<file path="src/rtl/wptr_full_pkg.sv">
// Shared dual-clock FIFO definitions: default geometry and Gray-code helpers
// used by both the write-pointer/full and read-pointer/empty blocks.
package wptr_full_pkg;

  localparam int unsigned DSIZE_DEF       = 8;
  localparam int unsigned ASIZE_DEF       = 4;
  localparam int unsigned DEPTH_DEF       = 1 << ASIZE_DEF;
  localparam int unsigned AFULL_LEVEL_DEF = 12;

  function automatic logic [31:0] bin2gray(input logic [31:0] b);
    return b ^ (b >> 1);
  endfunction

  function automatic logic [31:0] gray2bin(input logic [31:0] g);
    logic [31:0] b;
    b[31] = g[31];
    for (int i = 30; i >= 0; i--) begin
      b[i] = b[i+1] ^ g[i];
    end
    return b;
  endfunction

  // Pointer value the write side reaches when it is one full lap ahead of g.
  function automatic logic [31:0] full_cmp(input logic [31:0] g, input int unsigned asize);
    return g ^ (32'h3 << (asize - 1));
  endfunction

endpackage

</file>
<file path="src/rtl/wptr_full_gray2bin.sv">
// Combinational Gray-to-binary converter (XOR prefix from the MSB down).
module gray2bin #(
  parameter int unsigned W = 5
) (
  input  logic [W-1:0] gray_i,
  output logic [W-1:0] bin_o
);

  always_comb begin
    bin_o      = '0;
    bin_o[W-1] = gray_i[W-1];
    for (int i = int'(W) - 2; i >= 0; i--) begin
      bin_o[i] = bin_o[i+1] ^ gray_i[i];
    end
  end

endmodule

</file>
<file path="src/rtl/wptr_full.sv">
// Write-side pointer, full, almost-full, level and sticky-overflow logic of the
// dual-clock FIFO. Only wr_ptr (registered Gray) crosses into the read domain.
module wptr_full
  import wptr_full_pkg::bin2gray;
  import wptr_full_pkg::full_cmp;
  import wptr_full_pkg::DSIZE_DEF;
  import wptr_full_pkg::ASIZE_DEF;
  import wptr_full_pkg::AFULL_LEVEL_DEF;
#(
  parameter int unsigned DSIZE       = DSIZE_DEF,
  parameter int unsigned ASIZE       = ASIZE_DEF,
  parameter int unsigned AFULL_LEVEL = AFULL_LEVEL_DEF
) (
  input  logic             wr_clk,
  input  logic             wr_rst_n,
  input  logic             wr_inc,
  input  logic [ASIZE:0]   r2w_ptr,
  input  logic             wr_ovf_clr,
  output logic [ASIZE:0]   wr_ptr,
  output logic [ASIZE-1:0] wr_addr,
  output logic             wr_mem_en,
  output logic             wr_full,
  output logic             wr_almost_full,
  output logic [ASIZE:0]   wr_level,
  output logic             wr_overflow
);

  localparam int unsigned PW    = ASIZE + 1;
  localparam int unsigned DEPTH = 1 << ASIZE;

  if (DSIZE < 1 || AFULL_LEVEL < 1 || AFULL_LEVEL > DEPTH) begin : g_param_check
    $error("wptr_full: illegal DSIZE/AFULL_LEVEL for this ASIZE");
  end

  logic [ASIZE:0] wbin_q, wbin_d;
  logic [ASIZE:0] wr_ptr_q, wr_ptr_d;
  logic [ASIZE:0] wr_level_q, wr_level_d;
  logic           wr_full_q, wr_full_d;
  logic           wr_almost_full_q, wr_almost_full_d;
  logic           wr_overflow_q, wr_overflow_d;
  logic [ASIZE:0] rbin_s;

  gray2bin #(.W(PW)) u_r2w_g2b (
    .gray_i (r2w_ptr),
    .bin_o  (rbin_s)
  );

  // A write is accepted only while not full; a refused write is what flags overflow.
  assign wr_mem_en = wr_inc & ~wr_full_q;

  always_comb begin
    wbin_d           = wbin_q + PW'(wr_mem_en);
    wr_ptr_d         = PW'(bin2gray(32'(wbin_d)));
    wr_full_d        = (wr_ptr_d == PW'(full_cmp(32'(r2w_ptr), ASIZE)));
    wr_level_d       = wbin_d - rbin_s;
    wr_almost_full_d = (32'(wr_level_d) >= AFULL_LEVEL);
    wr_overflow_d    = (wr_inc & wr_full_q) | (wr_overflow_q & ~wr_ovf_clr);
  end

  always_ff @(posedge wr_clk) begin
    if (!wr_rst_n) begin
      wbin_q           <= '0;
      wr_ptr_q         <= '0;
      wr_full_q        <= 1'b0;
      wr_almost_full_q <= 1'b0;
      wr_level_q       <= '0;
      wr_overflow_q    <= 1'b0;
    end else begin
      wbin_q           <= wbin_d;
      wr_ptr_q         <= wr_ptr_d;
      wr_full_q        <= wr_full_d;
      wr_almost_full_q <= wr_almost_full_d;
      wr_level_q       <= wr_level_d;
      wr_overflow_q    <= wr_overflow_d;
    end
  end

  assign wr_ptr         = wr_ptr_q;
  assign wr_addr        = wbin_q[ASIZE-1:0];
  assign wr_full        = wr_full_q;
  assign wr_almost_full = wr_almost_full_q;
  assign wr_level       = wr_level_q;
  assign wr_overflow    = wr_overflow_q;

endmodule

</file>
<file path="config.mk">
export PLATFORM = sky130hd
export DESIGN_NAME = wptr_full
export DESIGN_NICKNAME = d
export VERILOG_FILES = /design/src/rtl/wptr_full_pkg.sv /design/src/rtl/wptr_full_gray2bin.sv /design/src/rtl/wptr_full.sv
export SDC_FILE = /design/constraint.sdc
export NUM_CORES = 1
export LEC_CHECK = 0
export ABC_AREA = 0
export BUFFER_PORTS_ARGS = -buffer_cell sky130_fd_sc_hd__buf_2
export CAP_MARGIN = 10
export CORE_MARGIN = 5
export CORE_UTILIZATION = 44
export DETAILED_ROUTE_END_ITERATION = 8
export HOLD_SLACK_MARGIN = 0.12
export PLACE_DENSITY_LB_ADDON = 0.25
export SLEW_MARGIN = 25
export SYNTH_ARGS = -nofsm -noshare
export SYNTH_HDL_FRONTEND = slang
export SYNTH_SLANG_ARGS = --single-unit
</file>
<file path="constraint.sdc">
create_clock -name wr_clk -period 2.35 [get_ports wr_clk]
set_input_delay 0.1175 -clock wr_clk [delete_from_list [all_inputs] [get_ports wr_clk]]
set_output_delay 0.1175 -clock wr_clk [all_outputs]
set_load 0.1 [all_outputs]
</file>
== Yosys cells after proc, flatten, opt, wreduce, memory -nomap -nowiden ==
Cells that the tools add are included.

* Register bits after elaboration: 18
* Bits in latches: 0
* RAM bits: 0
* Bits in read-only memories: 0
* Input bits: 9
* Output and inout bits: 18
* Word-level logic and storage cells: 22
* Memories kept: 0

* Add/sub/neg operators: 2
* Multipliers: 0
* Div/mod/pow operators: 0
* $lt $le $gt $ge: 1
* Eq/ne operators: 1
* Shift-type cells: 0
* Muxes and demuxes: 0
* Bitwise logic cells: 12
* Reduce and logical (&&, ||, !) cells: 0

{| class="wikitable"
|+ Operators by type and width
! cell !! count
|-
| $add 5x1->5 || 1
|-
| $eq 5x5->1 || 1
|-
| $ge 5x4->1 const B || 1
|-
| $sub 5x5->5 || 1
|-
| $xor 5x4->5 || 1
|-
| $xor 1x1->1 || 4
|-
| $and 1x1->1 || 3
|-
| $not 1->1 || 2
|-
| $not 2->2 || 1
|-
| $or 1x1->1 || 1
|}

== Longest topological paths before layout ==
Gate-level depths: netlist of the first run.

* Depth after elaboration: 6
* Depth in mapped cells: 11
* Depth with buffers taken out: 11

== Modules after synthesis ==
Synthesis of the first run repeated with hierarchy kept, for this count alone.

* Cell total of the unflattened synthesis: 84
* Area, all modules: 897.1 µm²

{| class="wikitable"
|+ By module, submodules not included
! module !! instances !! cells an instance !! area each (µm²) !! sequential area each (µm²)
|-
| wptr_full || 1 || 78 || 824.5 || 340.3
|-
| gray2bin || 1 || 6 || 72.6 || 0.0
|}

== Least setup slack after synthesis of the first run ==
No wires, ideal clock.

* Kind: reg-to-reg
* Start point: register wr_full_q (netlist: wr_full)
* End point: register wr_almost_full_q (netlist: wr_almost_full)
* Library setup time: 0.117 ns
* Arrival time: 3.960 ns
* Data required time: 2.233 ns
* Slack: -1.727 ns
* Cell stages (with the launch flop): 10
* Path buffers: 0
* Clock period less this slack: 4.077 ns
* Path through: dfxtp_1 nor2b_1 ha_1 ha_1 xor2_4 ha_1 a21o_1 a21oi_1 xnor2_1 a22o_1

* Longest elaborated chain between the ends: 5

{| class="wikitable"
|+ RTL lines
! element !! RTL line !! source
|-
| start, declared || wptr_full.sv:38 || <nowiki>logic wr_full_q, wr_full_d;</nowiki>
|-
| start signal, assigned || wptr_full.sv:71 || <nowiki>wr_full_q <= wr_full_d;</nowiki>
|-
| $not 1->1 || wptr_full.sv:49 || <nowiki>assign wr_mem_en = wr_inc & ~wr_full_q;</nowiki>
|-
| $and 1x1->1 || wptr_full.sv:49 ||
|-
| named net wr_mem_en || wptr_full.sv:21 || <nowiki>output logic wr_mem_en,</nowiki>
|-
| $add 5x1->5 || wptr_full.sv:52 || <nowiki>wbin_d = wbin_q + PW'(wr_mem_en);</nowiki>
|-
| named net wbin_d[2] || wptr_full.sv:35 || <nowiki>logic [ASIZE:0] wbin_q, wbin_d;</nowiki>
|-
| $sub 5x5->5 || wptr_full.sv:55 || <nowiki>wr_level_d = wbin_d - rbin_s;</nowiki>
|-
| $ge 5x4->1 || wptr_full.sv:56 || <nowiki>wr_almost_full_d = (32'(wr_level_d) >= AFULL_LEVEL);</nowiki>
|-
| end signal, assigned || wptr_full.sv:72 || <nowiki>wr_almost_full_q <= wr_almost_full_d;</nowiki>
|-
| end, declared || wptr_full.sv:39 || <nowiki>logic wr_almost_full_q, wr_almost_full_d;</nowiki>
|}

The timed path passes the listed nets, and every way through them passes these cells.
A chain may end at the register's enable or synchronous reset.

== Worst setup path after layout of the first run ==
* Start point: input wr_inc
* End point: register wr_almost_full_q (netlist: wr_almost_full)

* Longest elaborated chain between the ends: 4

{| class="wikitable"
|+ RTL lines
! element !! RTL line !! source
|-
| start, declared || wptr_full.sv:16 || <nowiki>input logic wr_inc,</nowiki>
|-
| $and 1x1->1 || wptr_full.sv:49 ||
|-
| $add 5x1->5 || wptr_full.sv:52 ||
|-
| named net wbin_d[0] || wptr_full.sv:35 ||
|-
| $sub 5x5->5 || wptr_full.sv:55 ||
|-
| $ge 5x4->1 || wptr_full.sv:56 ||
|}

The timed path passes the listed nets, and every way through them passes these cells.

==> results of run 1 <==
==> power by group <==
part	switching, mW	internal (mW)	total [mW]
sequential	0.0118	0.324	0.336
combinational	0.385	0.140	0.526
clock	0.0937	0.0633	0.157
total	0.491	0.527	1.02
==> final timing paths <==
path,cells after the start,endpoint,slack (ps)
worst max-delay path,12,wr_almost_full$_SDFF_PN0_,120
worst min-delay path,2,wr_level[0]$_SDFF_PN0_,180
worst max register to register,10,wr_almost_full$_SDFF_PN0_,320
worst min register to register,2,wbin_q[0]$_SDFF_PN0_,670
==> state kept, by name (all words and copies together) (netlist names) <==
register,cells
wbin_q,5
wr_level,5
wr_ptr,4
wr_almost_full,1
wr_full,1
wr_overflow,1
==> metrics by stage <==
stage	cells	utilization, %	area [um2]	hold WS [ps]	power [mW]
after floorplan	80	-	924.6	242.7	0.7791
after global placement	134	62.39	1112	386.8	0.8596
after detailed placement	134	62.39	1112	398.3	0.8710
after CTS	140	65.05	1160	175.2	1.030
after global routing	140	65.05	1160	190.6	1.077
final	140	65.05	1160	183.2	1.018
==> logic make-up after synthesis <==
logic type               synth area share [%]
AO/OA/AOI/OAI                           6.333
XOR/XNOR                                23.71
adder cells (fa/ha/maj)                 11.19
buffers and inverters                   3.092
flip-flops                              40.06
AND/OR/NAND/NOR                         15.61
==> what timing repair did <==
action	in CTS	in global routing
endpoints found under the setup margin	0	1
hold buffers	2	0
endpoints found under the hold margin	1	0
setup buffers	0	0
==> placed cells by master, fill, tap and decap left out, types with 3 or more instances in the layout <==
cell type,synthesis,routed
clkbuf_4,0,3
buf_4,0,4
dfxtp_1,17,16
ha_4,0,4
buf_2,0,26
inv_1,6,5
xnor2_1,12,12
nand3_1,4,4
xor2_1,6,5
and2_1,10,10
==> area by class of cell <==
type                       count  area, um2
inverter                       6      22.52
multi-input combinational     56      554.3
fill                         144      623.1
tap                           25      31.28
sequential                    17      344.1
clock inverter                 1      5.005
timing repair buffer          32      180.2
clock buffer                   3      22.52
==> critical path, stage by stage <==
cell and delay (ps):
dlygate4sd3_1 540, buf_2 130, nor2b_4 120, ha_4 270
inv_1 40, ha_1 220, fa_2 380, inv_1 60
a21o_1 130, a21oi_2 60, xnor2_1 130, a22o_1 230
==> per-layer routing <==
layer	global-route usage, %	wire length (um)	share of wire (%)	up-vias
met5	0	0	0	-
li1	-	-	-	324
met2	24.40	839	52	19
met1	14.21	649	40	300
met3	1.662	86	5.3	4
met4	11.06	40	2.5	0
==> metrics.txt, run 1 <==
area leader, netlist=dfxtp_1; WL/cell=11.54 um; outcome=completed; drt first pass iters=3; Mapped Area=between 800 and 900 um2; Initial Util=47.65%; Layout Nets=132; count of state elements after synthesis=17; row count=15; detailed placer's ending HPWL=~1300 um; Hold Crit Start=wr_rst_n; min cycle time layout=between 2000 and 2500 ps; grt ovf=0; routability cong.=0.8183; die outline area=~0.0029 mm2; Yosys top cell area share=40.06%; Post-Route WL=1615 um; TritonCTS buffer count=3; GRT Overall Usage=13.69%; worst slack, placed=-42.10 ps; H-tree levels=1; initial antenna violation count=0; sequential share of the synthesized area=40.06%; DR vias/cell=roughly 4.6; most numerous cell in the Yosys netlist=dfxtp_1; ys async rst share=0%; Worst Skew=3.782 ps; CTS tree=done; Critical R2R Launch=wr_full$_SDFF_PN0_; Slew HR=67.65%; Synth area leaders=dfxtp_1 40%, xnor2_1 12%, ha_1 8.8%, and2_1 7.4%, xor2_1 6.2%; Hold/Removal Path Class=primary input to register; commonest cells in the netlist=17 x dfxtp_1, 12 x xnor2_1, 10 x and2_1; PD cells=878.0 mW/mm2; Worst-path clk slew=100 ps; DR iter-0 viols=4; Worst-Skew Late Latency=just under 300 ps; DRC viols=0; setup TNS=0 ps; DIE HEIGHT=roughly 54 um; launch point of the worst path=wr_inc; Post-Synthesis Net Count=96; Detail Route Antenna Nets=0; CP Class=primary input to register; share of layout cells above drive strength 1=41.74%; largest fanout on the critical path=3; Sink Count=17; area grow syn2layout=36.52%; Final Hold Vio Count=0; CP startpoint kind=primary input; final setup vio count=0; f_max=0.4477 GHz; final period utilization=95.05%; Slew Limit Fails=0; CORE AREA=0.001783 mm2; RSZ-0062 raised after global routing=false; Clock Tree Root=clkbuf_4; Synth cell types=22; die width=53.94 um; # IOs=27; total number of vias=647; CTS max path bufs=2; Synth Warn #=0; crit path DAT=2430 ps; Least-Margin Pin Slew=488.6 ps; Syn Inst Count=80; Top FF cell, synth=dfxtp_1; # diodes=0; leakage=0.5449 nW; Critical Path End Type=register; post_cts resized=0; setup ws final=116.3 ps; vias in the first global route=674; wire length of the first global-routing pass=2746 um; peak supply drop=451.7 uV; worst endpoint required time=2550 ps; largest net degree at the start of global routing=18; Post-synth EDFFs=0; number of max-cap violations=0; I/O Buffers=26; Avg Cell Area, Syn=10.62 um2
Note: power is estimated with default switching activity, not from simulation.
==> run 2: changes to the inputs <==
--- a/config.mk
+++ b/config.mk
@@ -10,6 +10,7 @@
 export CAP_MARGIN = 10
 export CORE_MARGIN = 5
 export CORE_UTILIZATION = 44
+export CTS_BUF_LIST = sky130_fd_sc_hd__clkbuf_8 sky130_fd_sc_hd__clkbuf_16
 export DETAILED_ROUTE_END_ITERATION = 8
 export HOLD_SLACK_MARGIN = 0.12
 export PLACE_DENSITY_LB_ADDON = 0.25
==> run 2 against run 1 <==
Compared with the run above: die area unchanged; design area rose by 0.54%; final cell count shrank 1.4%; register-to-register slack got worse by 20 ps; first-iteration DRC count is 25% lower; count of clock-buffer cells in the layout unchanged; sequential power about the same; fmax up 3.5%.
==> metrics.txt, run 2 (synthesis gave the netlist of run 1 again) <==
Initial Util=47.65% (unchanged); clock power share=20.2% (was 15.4%); wire length of the first global-routing pass=2746 um (unchanged); post-route total power=1.082 mW (was 1.018 mW); worst slack, placed=-42.10 ps (unchanged); DR iter-0 viols=3 (was 4); Worst-Skew Late Latency=250 ps (was 290 ps); Sw Pwr=500.4 uW (was 491.0 uW); Worst-path clk slew=70 ps (was 100 ps); Switching Share=46.24% (was 48.22%); initial antenna violation count=0 (unchanged); Design Area, Final=0.001166 mm2 (was 0.001160 mm2); vias in the first global route=666 (was 674); GRT Overall Usage=13.75% (was 13.69%); row count=15 (unchanged); total number of vias=641 (was 647); detailed placer's ending HPWL=1337 um (unchanged); area grow syn2layout=37.26% (was 36.52%); # diodes=0 (unchanged); largest net degree at the start of global routing=18 (unchanged); outcome=completed (unchanged); peak supply drop=457.5 uV (was 451.7 uV); Critical Path End Type=register (unchanged); CTS max path bufs=2 (unchanged); Comb pwr share=48.7% (was 51.6%); most frequent cells in the layout=26 x buf_2, 16 x dfxtp_1, 11 x xnor2_1, 10 x and2_1 (was 26 x buf_2, 16 x dfxtp_1, 12 x xnor2_1, 10 x and2_1); Final Hold Vio Count=0 (unchanged); DRC viols=0 (unchanged); # IOs=27 (unchanged); I/O Buffers=26 (unchanged); CP Class=primary input to register (unchanged); worst endpoint required time=2500 ps (was 2550 ps); P_int=581.8 uW (was 527.3 uW); Layout Nets=130 (was 132); Clock Tree Root=clkbuf_8 (was clkbuf_4); DR vias/cell=4.645 (was 4.621); CORE AREA=0.001783 mm2 (unchanged); grt ovf=0 (unchanged); most common cell after layout, fill and taps aside=buf_2 (unchanged); placed standard-cell area=0.001112 mm2 (unchanged); number of max-cap violations=0 (unchanged); # fillers=144 (unchanged); leakage=0.5473 nW (was 0.5449 nW); f_max=0.4635 GHz (was 0.4477 GHz); CTS tree=done (unchanged); PD cells=928.1 mW/mm2 (was 878.0 mW/mm2); final setup vio count=0 (unchanged); routability cong.=0.8183 (unchanged); WL/cell=11.84 um (was 11.54 um); Hold/Removal Path Class=primary input to register (unchanged); share of layout cells above drive strength 1=43.36% (was 41.74%); Post-Route WL=1634 um (was 1615 um); min cycle time layout=2157 ps (was 2234 ps); DIE HEIGHT=53.94 um (unchanged); crit path DAT=2310 ps (was 2430 ps); Sink Count=17 (unchanged); TritonCTS buffer count=3 (unchanged); drt first pass iters=2 (was 3); setup TNS=0 ps (unchanged); Detail Route Antenna Nets=0 (unchanged); Worst Skew=2.245 ps (was 3.782 ps); H-tree levels=1 (unchanged); setup ws final=192.7 ps (was 116.3 ps); die width=53.94 um (unchanged); final period utilization=91.80% (was 95.05%); Least-Margin Pin Slew=488.6 ps (about the same); Flop pwr share=31.0% (was 32.9%); die outline area=0.002910 mm2 (unchanged); largest fanout on the critical path=2 (was 3); Slew Limit Fails=0 (unchanged); CP startpoint kind=primary input (unchanged); Slew HR=67.65% (unchanged)
run 2: worst paths after layout:
| check | from | cells after the start | slack [ps] | endpoint |
|---|---|---|---|---|
| hold reg to reg | wr_overflow$_SDFF_PN0_ | 2 | 480 | wr_overflow$_SDFF_PN0_ |
| setup / recovery | r2w_ptr[4] | 12 | 190 | wr_almost_full$_SDFF_PN0_ |
| setup reg to reg | wr_full$_SDFF_PN0_ | 10 | 300 | wr_almost_full$_SDFF_PN0_ |
| hold / removal | wr_inc | 3 | 120 | wr_overflow$_SDFF_PN0_ |
run 2: per-stage QoR:
step | hold WS [ps] | utilization [%] | cells
floorplan | 242.7 | - | 80
global placement | 386.8 | 62.39 | 134
detailed placement | 398.3 | 62.39 | 134
CTS | 126.3 | 64.98 | 138
global route | 150.5 | 65.40 | 138
finish | 124.5 | 65.40 | 138
run 2: power by group through the flow:
stage          clock network (mW)  registers [mW]  logic (mW)
2_1_floorplan                   0           0.611       0.168
6_report                    0.219           0.336       0.527
5_1_grt                     0.238           0.339       0.563
4_1_cts                     0.223           0.336       0.530
3_5_place_dp                    0           0.343       0.528
3_3_place_gp                    0           0.340       0.519
run 2: critical path, stage by stage:
cell and delay (ps):
buf_2 120, xnor2_2 200, xor2_1 290, xor2_1 270
xnor2_1 100, ha_1 220, fa_2 380, inv_1 70
a21o_1 130, a21oi_2 60, xnor2_1 130, a22o_1 230
run 2: area by class of cell:
type | count | area (um2) | area share (%)
multi-input combinational | 56 | 561.8 | 48.18
sequential | 17 | 344.1 | 29.51
clock buffer | 3 | 41.29 | 3.541
timing repair buffer | 30 | 160.2 | 13.73
clock inverter | 1 | 5.005 | 0.4292
inverter | 6 | 22.52 | 1.931
tap | 25 | 31.28 | 2.682
run 2: what timing repair did:
action | in CTS | in global routing
resized for setup | 0 | 1
setup endpoints to repair | 0 | 1
hold buffers | 0 | 0
setup buffers | 0 | 0
run 2: layer usage:
metal / part of all wire, % / global-route usage (%)
met1: 39 / 14.21
met4: 2.9 / 10.64
met3: 6.4 / 3.047
met5: 0 / 0
met2: 52 / 23.79
